File: config.mk
export PLATFORM = sky130hd
export DESIGN_NAME = max7219_chain_driver
export DESIGN_NICKNAME = d
export VERILOG_FILES = /design/src/rtl/max7219_pkg.sv /design/src/rtl/spi_frame_tx.sv /design/src/rtl/max7219_chain_driver.sv
export SDC_FILE = /design/constraint.sdc
export NUM_CORES = 1
export LEC_CHECK = 0
export CAP_MARGIN = 20
export CORE_UTILIZATION = 59
export DETAILED_ROUTE_END_ITERATION = 10
export GPL_TIMING_DRIVEN = 1
export PLACE_DENSITY = 0.95
export SLEW_MARGIN = 15
export SYNTH_ARGS = -nofsm -noshare
export SYNTH_HDL_FRONTEND = slang
export SYNTH_SLANG_ARGS = --single-unit
File: constraint.sdc
create_clock -name clk -period 4.5 [get_ports clk]
set_clock_uncertainty 0.05 [all_clocks]
set_input_delay 0.9 -clock clk [delete_from_list [all_inputs] [get_ports clk]]
set_output_delay 0.9 -clock clk [all_outputs]
set_load 0.02 [all_outputs]
File: src/rtl/max7219_pkg.sv
// Shared definitions for the MAX7219 daisy-chain driver: register map,
// sequencer states and the power-up register table.
package max7219_pkg;

  localparam logic [7:0] REG_NOOP      = 8'h00;
  localparam logic [7:0] REG_DIGIT0    = 8'h01;
  localparam logic [7:0] REG_DIGIT1    = 8'h02;
  localparam logic [7:0] REG_DIGIT2    = 8'h03;
  localparam logic [7:0] REG_DIGIT3    = 8'h04;
  localparam logic [7:0] REG_DIGIT4    = 8'h05;
  localparam logic [7:0] REG_DIGIT5    = 8'h06;
  localparam logic [7:0] REG_DIGIT6    = 8'h07;
  localparam logic [7:0] REG_DIGIT7    = 8'h08;
  localparam logic [7:0] REG_DECODE    = 8'h09;
  localparam logic [7:0] REG_INTENSITY = 8'h0A;
  localparam logic [7:0] REG_SCANLIM   = 8'h0B;
  localparam logic [7:0] REG_SHUTDOWN  = 8'h0C;
  localparam logic [7:0] REG_TEST      = 8'h0F;

  localparam logic [2:0] INIT_LAST = 3'd4;
  localparam logic [2:0] ROW_LAST  = 3'd7;

  typedef enum logic [2:0] {
    INIT = 3'd0,
    IDLE = 3'd1,
    ROW  = 3'd2,
    INT  = 3'd3,
    GAP  = 3'd4
  } drv_state_t;

  // Power-up sequence: leave shutdown, raw pixel mode, brightness, scan all 8 rows, test off.
  function automatic logic [15:0] init_word(input logic [2:0] idx, input logic [3:0] inten);
    logic [15:0] w;
    case (idx)
      3'd0:    w = {REG_SHUTDOWN, 8'h01};
      3'd1:    w = {REG_DECODE, 8'h00};
      3'd2:    w = {REG_INTENSITY, 4'h0, inten};
      3'd3:    w = {REG_SCANLIM, 8'h07};
      3'd4:    w = {REG_TEST, 8'h00};
      default: w = {REG_NOOP, 8'h00};
    endcase
    return w;
  endfunction

endpackage

File: src/rtl/spi_frame_tx.sv
// Mode-0 serialiser for one chained frame: cs framing, MSB-first shifting and
// the mandatory cs-high gap before done is reported.
module spi_frame_tx #(
  parameter int WIDTH   = 32,
  parameter int CLK_DIV = 4
) (
  input  logic             clk,
  input  logic             reset,
  input  logic             start,
  input  logic [WIDTH-1:0] data,
  output logic             done,
  output logic             mosi,
  output logic             sclk,
  output logic             cs
);

  typedef enum logic [1:0] {
    TX_IDLE  = 2'd0,
    TX_SHIFT = 2'd1,
    TX_TAIL  = 2'd2,
    TX_GAP   = 2'd3
  } tx_state_t;

  localparam int CW = $clog2(2 * CLK_DIV);
  localparam int BW = $clog2(WIDTH);
  localparam logic [CW-1:0] DIV_LAST = CW'(CLK_DIV - 1);
  localparam logic [CW-1:0] GAP_LAST = CW'(2 * CLK_DIV - 1);
  localparam logic [BW-1:0] BIT_LAST = BW'(WIDTH - 1);

  tx_state_t        state_r;
  logic [CW-1:0]    div_r;
  logic [BW-1:0]    bit_r;
  logic [WIDTH-2:0] shreg_r;
  logic             mosi_r;
  logic             sclk_r;
  logic             cs_r;
  logic             done_r;

  // Frame sequencer: each bit spends CLK_DIV cycles with sclk low, then CLK_DIV high.
  always_ff @(posedge clk) begin
    if (reset) begin
      state_r <= TX_IDLE;
      div_r   <= '0;
      bit_r   <= '0;
      shreg_r <= '0;
      mosi_r  <= 1'b0;
      sclk_r  <= 1'b0;
      cs_r    <= 1'b1;
      done_r  <= 1'b0;
    end else begin
      done_r <= 1'b0;
      case (state_r)
        TX_IDLE: begin
          if (start) begin
            shreg_r <= data[WIDTH-2:0];
            mosi_r  <= data[WIDTH-1];
            cs_r    <= 1'b0;
            div_r   <= '0;
            bit_r   <= '0;
            state_r <= TX_SHIFT;
          end
        end
        TX_SHIFT: begin
          if (div_r == DIV_LAST) begin
            div_r <= '0;
            if (!sclk_r) begin
              sclk_r <= 1'b1;
            end else begin
              sclk_r <= 1'b0;
              if (bit_r == BIT_LAST) begin
                mosi_r  <= 1'b0;
                state_r <= TX_TAIL;
              end else begin
                bit_r   <= bit_r + BW'(1);
                mosi_r  <= shreg_r[WIDTH-2];
                shreg_r <= {shreg_r[WIDTH-3:0], 1'b0};
              end
            end
          end else begin
            div_r <= div_r + CW'(1);
          end
        end
        TX_TAIL: begin
          if (div_r == DIV_LAST) begin
            div_r   <= '0;
            cs_r    <= 1'b1;
            state_r <= TX_GAP;
          end else begin
            div_r <= div_r + CW'(1);
          end
        end
        TX_GAP: begin
          if (div_r == GAP_LAST) begin
            div_r   <= '0;
            done_r  <= 1'b1;
            state_r <= TX_IDLE;
          end else begin
            div_r <= div_r + CW'(1);
          end
        end
        default: begin
          state_r <= TX_IDLE;
          cs_r    <= 1'b1;
          sclk_r  <= 1'b0;
          mosi_r  <= 1'b0;
        end
      endcase
    end
  end

  assign done = done_r;
  assign mosi = mosi_r;
  assign sclk = sclk_r;
  assign cs   = cs_r;

endmodule

File: src/rtl/max7219_chain_driver.sv
// Sequencer for a chain of MAX7219 8x8 matrices: power-up programming, full
// 8-row refreshes from a captured image, and brightness updates.
module max7219_chain_driver
  import max7219_pkg::*;
#(
  parameter int N_DEV   = 2,
  parameter int CLK_DIV = 4
) (
  input  logic                 clk,
  input  logic                 reset,
  input  logic [N_DEV*64-1:0]  frame_data,
  input  logic                 update,
  input  logic [3:0]           intensity,
  output logic                 ready,
  output logic                 busy,
  output logic                 mosi,
  output logic                 sclk,
  output logic                 cs
);

  localparam int W = N_DEV * 16;

  drv_state_t          state_r;
  drv_state_t          job_r;
  logic [N_DEV*64-1:0] frame_r;
  logic [2:0]          idx_r;
  logic [2:0]          row_r;
  logic [3:0]          int_sent_r;
  logic                pending_r;
  logic                start_r;
  logic                ready_r;
  logic                busy_r;
  logic [W-1:0]        tx_data_r;
  logic                tx_done_s;

  function automatic logic [W-1:0] bcast(input logic [15:0] word);
    return {N_DEV{word}};
  endfunction

  // Device 0 sits in the lowest word so the farthest device is shifted out first.
  function automatic logic [W-1:0] row_word(input logic [N_DEV*64-1:0] img, input logic [2:0] r);
    logic [W-1:0] w;
    w = '0;
    for (int d = 0; d < N_DEV; d++) begin
      w[d*16 +: 16] = {REG_DIGIT0 + {5'd0, r}, img[d*64 + r*8 +: 8]};
    end
    return w;
  endfunction

  // Job sequencer; GAP waits for the serialiser and decides what runs next.
  always_ff @(posedge clk) begin
    if (reset) begin
      state_r    <= INIT;
      job_r      <= INIT;
      frame_r    <= '0;
      idx_r      <= 3'd0;
      row_r      <= 3'd0;
      int_sent_r <= 4'h0;
      pending_r  <= 1'b0;
      start_r    <= 1'b0;
      ready_r    <= 1'b0;
      busy_r     <= 1'b1;
      tx_data_r  <= '0;
    end else begin
      start_r <= 1'b0;
      busy_r  <= 1'b1;
      if (update && ready_r) begin
        pending_r <= 1'b1;
      end
      case (state_r)
        INIT: begin
          tx_data_r <= bcast(init_word(idx_r, intensity));
          if (idx_r == 3'd2) begin
            int_sent_r <= intensity;
          end
          start_r <= 1'b1;
          job_r   <= INIT;
          state_r <= GAP;
        end
        ROW: begin
          tx_data_r <= row_word(frame_r, row_r);
          start_r   <= 1'b1;
          job_r     <= ROW;
          state_r   <= GAP;
        end
        INT: begin
          tx_data_r <= bcast({REG_INTENSITY, 4'h0, int_sent_r});
          start_r   <= 1'b1;
          job_r     <= INT;
          state_r   <= GAP;
        end
        GAP: begin
          if (tx_done_s) begin
            if (job_r == INIT && idx_r != INIT_LAST) begin
              idx_r   <= idx_r + 3'd1;
              state_r <= INIT;
            end else if (job_r == ROW && row_r != ROW_LAST) begin
              row_r   <= row_r + 3'd1;
              state_r <= ROW;
            end else if (job_r == INIT || pending_r || update) begin
              // Updates seen before ready fold into this first refresh.
              ready_r   <= 1'b1;
              frame_r   <= frame_data;
              row_r     <= 3'd0;
              pending_r <= 1'b0;
              state_r   <= ROW;
            end else begin
              busy_r  <= 1'b0;
              state_r <= IDLE;
            end
          end
        end
        IDLE: begin
          if (intensity != int_sent_r) begin
            int_sent_r <= intensity;
            state_r    <= INT;
          end else if (update) begin
            frame_r   <= frame_data;
            row_r     <= 3'd0;
            pending_r <= 1'b0;
            state_r   <= ROW;
          end else begin
            busy_r <= 1'b0;
          end
        end
        default: begin
          state_r <= INIT;
          idx_r   <= 3'd0;
        end
      endcase
    end
  end

  spi_frame_tx #(
    .WIDTH   (W),
    .CLK_DIV (CLK_DIV)
  ) u_tx (
    .clk   (clk),
    .reset (reset),
    .start (start_r),
    .data  (tx_data_r),
    .done  (tx_done_s),
    .mosi  (mosi),
    .sclk  (sclk),
    .cs    (cs)
  );

  assign ready = ready_r;
  assign busy  = busy_r;

endmodule

==> impl_metrics.ini <==
[power_and_ir_drop]
p_per_area_nw_per_um2 = 404
vdd_ir_drop_max_v = 0.000289
power_leakage_nw = 4.33
finalPower_mw = 4.89

[drt]
avgRoutedWirePerCell_um = 19.2
drc = 0
vias = 8409
first_iter_violations = 753
finalWirelength_mm = 26.6
drt.antenna.violating_nets = 0
drt-vias-per-instance = 6.08
drt_first_pass_iters = 6

[floorplanning]
chipWidth_um = 132
die_area_um2 = 17500
ioPinCount = 140
die-height_um = 132
core.rowCount = 47
placeableCoreArea_um2 = 16600
initial_utilization = 0.606

[sta]
fmax_ghz = 0.290
layout_min_cycle_time_ns = 3.44
slew_headroom = 0.364
final_max_tran_viols = 0
final_min_period_over_clock_period = 0.766
finalHoldViolCount = 0
accumulated_negative_setup_slack_ns = 0
rsz0062_at_grt = false
tightest_slew_ns = 0.954
setup_viol = 0

[critical_path]
critPathRequiredTime_ns = 4.84
path_max_fanout = 28
worstReg2RegStart = state_r[2]
crit_arrival_ns = 3.78
r2r-end = frame_r[25]
critPathLaunchType = flip-flop
r2r_setup_slack_ns = 1.06
worstSetupPathType = reg -> reg
worst_r2r_path_depth = 5
critical_path.endpoint_type = flip-flop

[clocking]
cts_resized = 0
cts_made_buffers = 22
clkLatencyLatePin_ns = 0.50
tritoncts_num_sinks = 212
tritoncts = done
clockBufferDepth = 3
cts.hold.buffers_added = 0
cts.reportedPaths.clkPinSlew_ns = 0.06
clock_tree.root_cell = sky130_fd_sc_hd__clkbuf_16
cts_htree_levels = 1
postCtsSetupRepairBufs = 0

[global_routing]
grt_max_degree = 162
grt_use_total = 0.301
grt_antenna_before_repair = 0
wire_length_of_the_first_global_routing_pass_mm = 42.6
grt-ovfl-total = 0
grt_pass1_vias = 8430

[logic_synthesis]
synth_async_sr_flop_share = 0
netlist-cell-type-count = 58
dominantRegCellSynth = sky130_fd_sc_hd__dfxtp_1
synth_warnings = 0
syn_inst_count = 1048
ys_seq_elements = 212
synthesized_net_count = 1201
netlist_area_um2 = 10000
synth_edf_count = 0
synth.top_cells.by_area = sky130_fd_sc_hd__dfxtp_1 (42%), sky130_fd_sc_hd__mux2i_1 (16%), sky130_fd_sc_hd__nand2_1 (11%)
post_synth.cell_area_avg_um2 = 9.58
synth_sequential_area_ratio = 0.423
synth_largest_area_cell = sky130_fd_sc_hd__dfxtp_1
synth_top_cell_area_share = 0.423

[final_layout]
final_net_count = 1302
synthToLayoutAreaGrowth_pct = 20.5
fill_cell_instance_count_of_the_final_layout = 976
finalNonFillerCells = 1382
proportion_of_layout_cells_with_a_drive_suffix_above_1 = 0.0835
diodes = 0
post-route-cell-area_um2 = 12100

[run]
maxCapViolCount = 0

[worst_hold_path]
holdPathEnd = frame_r[93]
timing.hold.worst.class = reg -> reg
hold_start = frame_r[93]
whs_path_depth = 2

[placed_design]
globalplace.congestion = 0.899
post-place-cells = 1345
place.port_buffers = 139
detailed_place.area_um2 = 11400
place_hpwl_mm = 16.1

[outcome]
outcome = completed
sequential cells by signal (all words and copies together) (netlist names):
name          flops
tx_data_r        20
u_tx.mosi         1
ready             1
job_r             2
frame_r         128
u_tx.div_r        3
int_sent_r        4
u_tx.bit_r        5
u_tx.sclk         1
idx_r             3
state_r           3
u_tx.done         1
u_tx.shreg_r     31
row_r             3
busy              1
pending_r         1
u_tx.state_r      2
start_r           1
u_tx.cs           1
per-stage QoR:
stage | hold slack, ns | setup slack, ns | utilization
2_1_floorplan | 0.382 | 2.19 | -
3_3_place_gp | 0.388 | 1.12 | 0.685
3_5_place_dp | 0.397 | 1.05 | 0.685
4_1_cts | 0.406 | 1.14 | 0.730
5_1_grt | 0.424 | 0.958 | 0.730
6_report | 0.406 | 1.06 | 0.730
placed cells by master (no fill, tap or decap), types with 10 or more instances in the layout:
cell type                           n
sky130_fd_sc_hd__a211oi_1          32
sky130_fd_sc_hd__o21ai_0           11
sky130_fd_sc_hd__clkdlybuf4s50_1  138
sky130_fd_sc_hd__ha_1              18
sky130_fd_sc_hd__mux4_2            32
sky130_fd_sc_hd__o2bb2ai_1         10
sky130_fd_sc_hd__dfxtp_1          210
sky130_fd_sc_hd__a21oi_1           17
sky130_fd_sc_hd__nor2b_1           12
sky130_fd_sc_hd__nor2_1            60
sky130_fd_sc_hd__a22oi_1           13
sky130_fd_sc_hd__inv_1             15
sky130_fd_sc_hd__mux2i_1          159
sky130_fd_sc_hd__nor3_1            13
sky130_fd_sc_hd__clkbuf_16         23
sky130_fd_sc_hd__nand2_1          285
worst max-delay path by stage:
stage                       startpoint            to
after detailed placement  intensity[1]  frame_r[107]
after CTS                   state_r[2]   frame_r[25]
after global placement    intensity[0]  frame_r[118]
after global routing        state_r[2]  frame_r[107]
after floorplan           intensity[0]   frame_r[55]
final                       state_r[2]   frame_r[25]
synthesized netlist by cell type, types with 5 or more instances:
cell,instances
sky130_fd_sc_hd__buf_2,6
sky130_fd_sc_hd__nor2b_1,12
sky130_fd_sc_hd__nand3_1,5
sky130_fd_sc_hd__mux4_2,32
sky130_fd_sc_hd__nor2_1,60
sky130_fd_sc_hd__a22oi_1,13
sky130_fd_sc_hd__mux2i_1,159
sky130_fd_sc_hd__ha_1,18
sky130_fd_sc_hd__nand2b_1,7
sky130_fd_sc_hd__dfxtp_1,212
sky130_fd_sc_hd__clkbuf_1,48
sky130_fd_sc_hd__buf_12,13
sky130_fd_sc_hd__o21ai_0,11
sky130_fd_sc_hd__mux2_2,6
sky130_fd_sc_hd__a211oi_1,32
sky130_fd_sc_hd__a21oi_1,17
sky130_fd_sc_hd__and3_1,6
sky130_fd_sc_hd__o2bb2ai_1,10
sky130_fd_sc_hd__inv_1,16
sky130_fd_sc_hd__nor3_1,13
sky130_fd_sc_hd__nand2_1,285
final cells by class:
class                      count  area, µm²  area share
multi-input combinational    742       5200       0.429
inverter                      17       71.3     0.00589
clock buffer                  30        632      0.0522
clock inverter                 7        110     0.00909
timing repair buffer         154       1570       0.130
sequential                   212       4250       0.351
tap                          220        275      0.0227
critical path, cell delays in order, from the launching register on:
cell                       delay, ns
sky130_fd_sc_hd__dfxtp_1        0.72
sky130_fd_sc_hd__nor3b_2        0.80
sky130_fd_sc_hd__a32oi_1        0.35
sky130_fd_sc_hd__a221oi_4       0.79
sky130_fd_sc_hd__buf_12         0.31
sky130_fd_sc_hd__mux2i_1        0.30
power by group:
part	leakage [nW]	internal [mW]	switching, mW
Sequential	1.72	2.01	0.0812
Combinational	2.24	0.382	0.531
Clock	0.368	1.15	0.732
per-layer routing:
metal  track usage  part of all wire  vias up
li1              -                 -     3836
met2         0.510              0.49      482
met4         0.154             0.046        0
met3        0.0552             0.083      114
met1         0.368              0.38     3977
met5             0                 0        -
kinds of logic after synthesis:
group	after synthesis	share of synthesized area
and+or+nand+nor	402	0.165
DFF	212	0.423
muxes	197	0.237
xor gates and xnor gates	5	0.00436
AOI/OAI and AO/OA	120	0.0887
adders and majority gates	18	0.0224
buffers and inverters	94	0.0599
No activity file was read; power rests on OpenSTA's default activity.
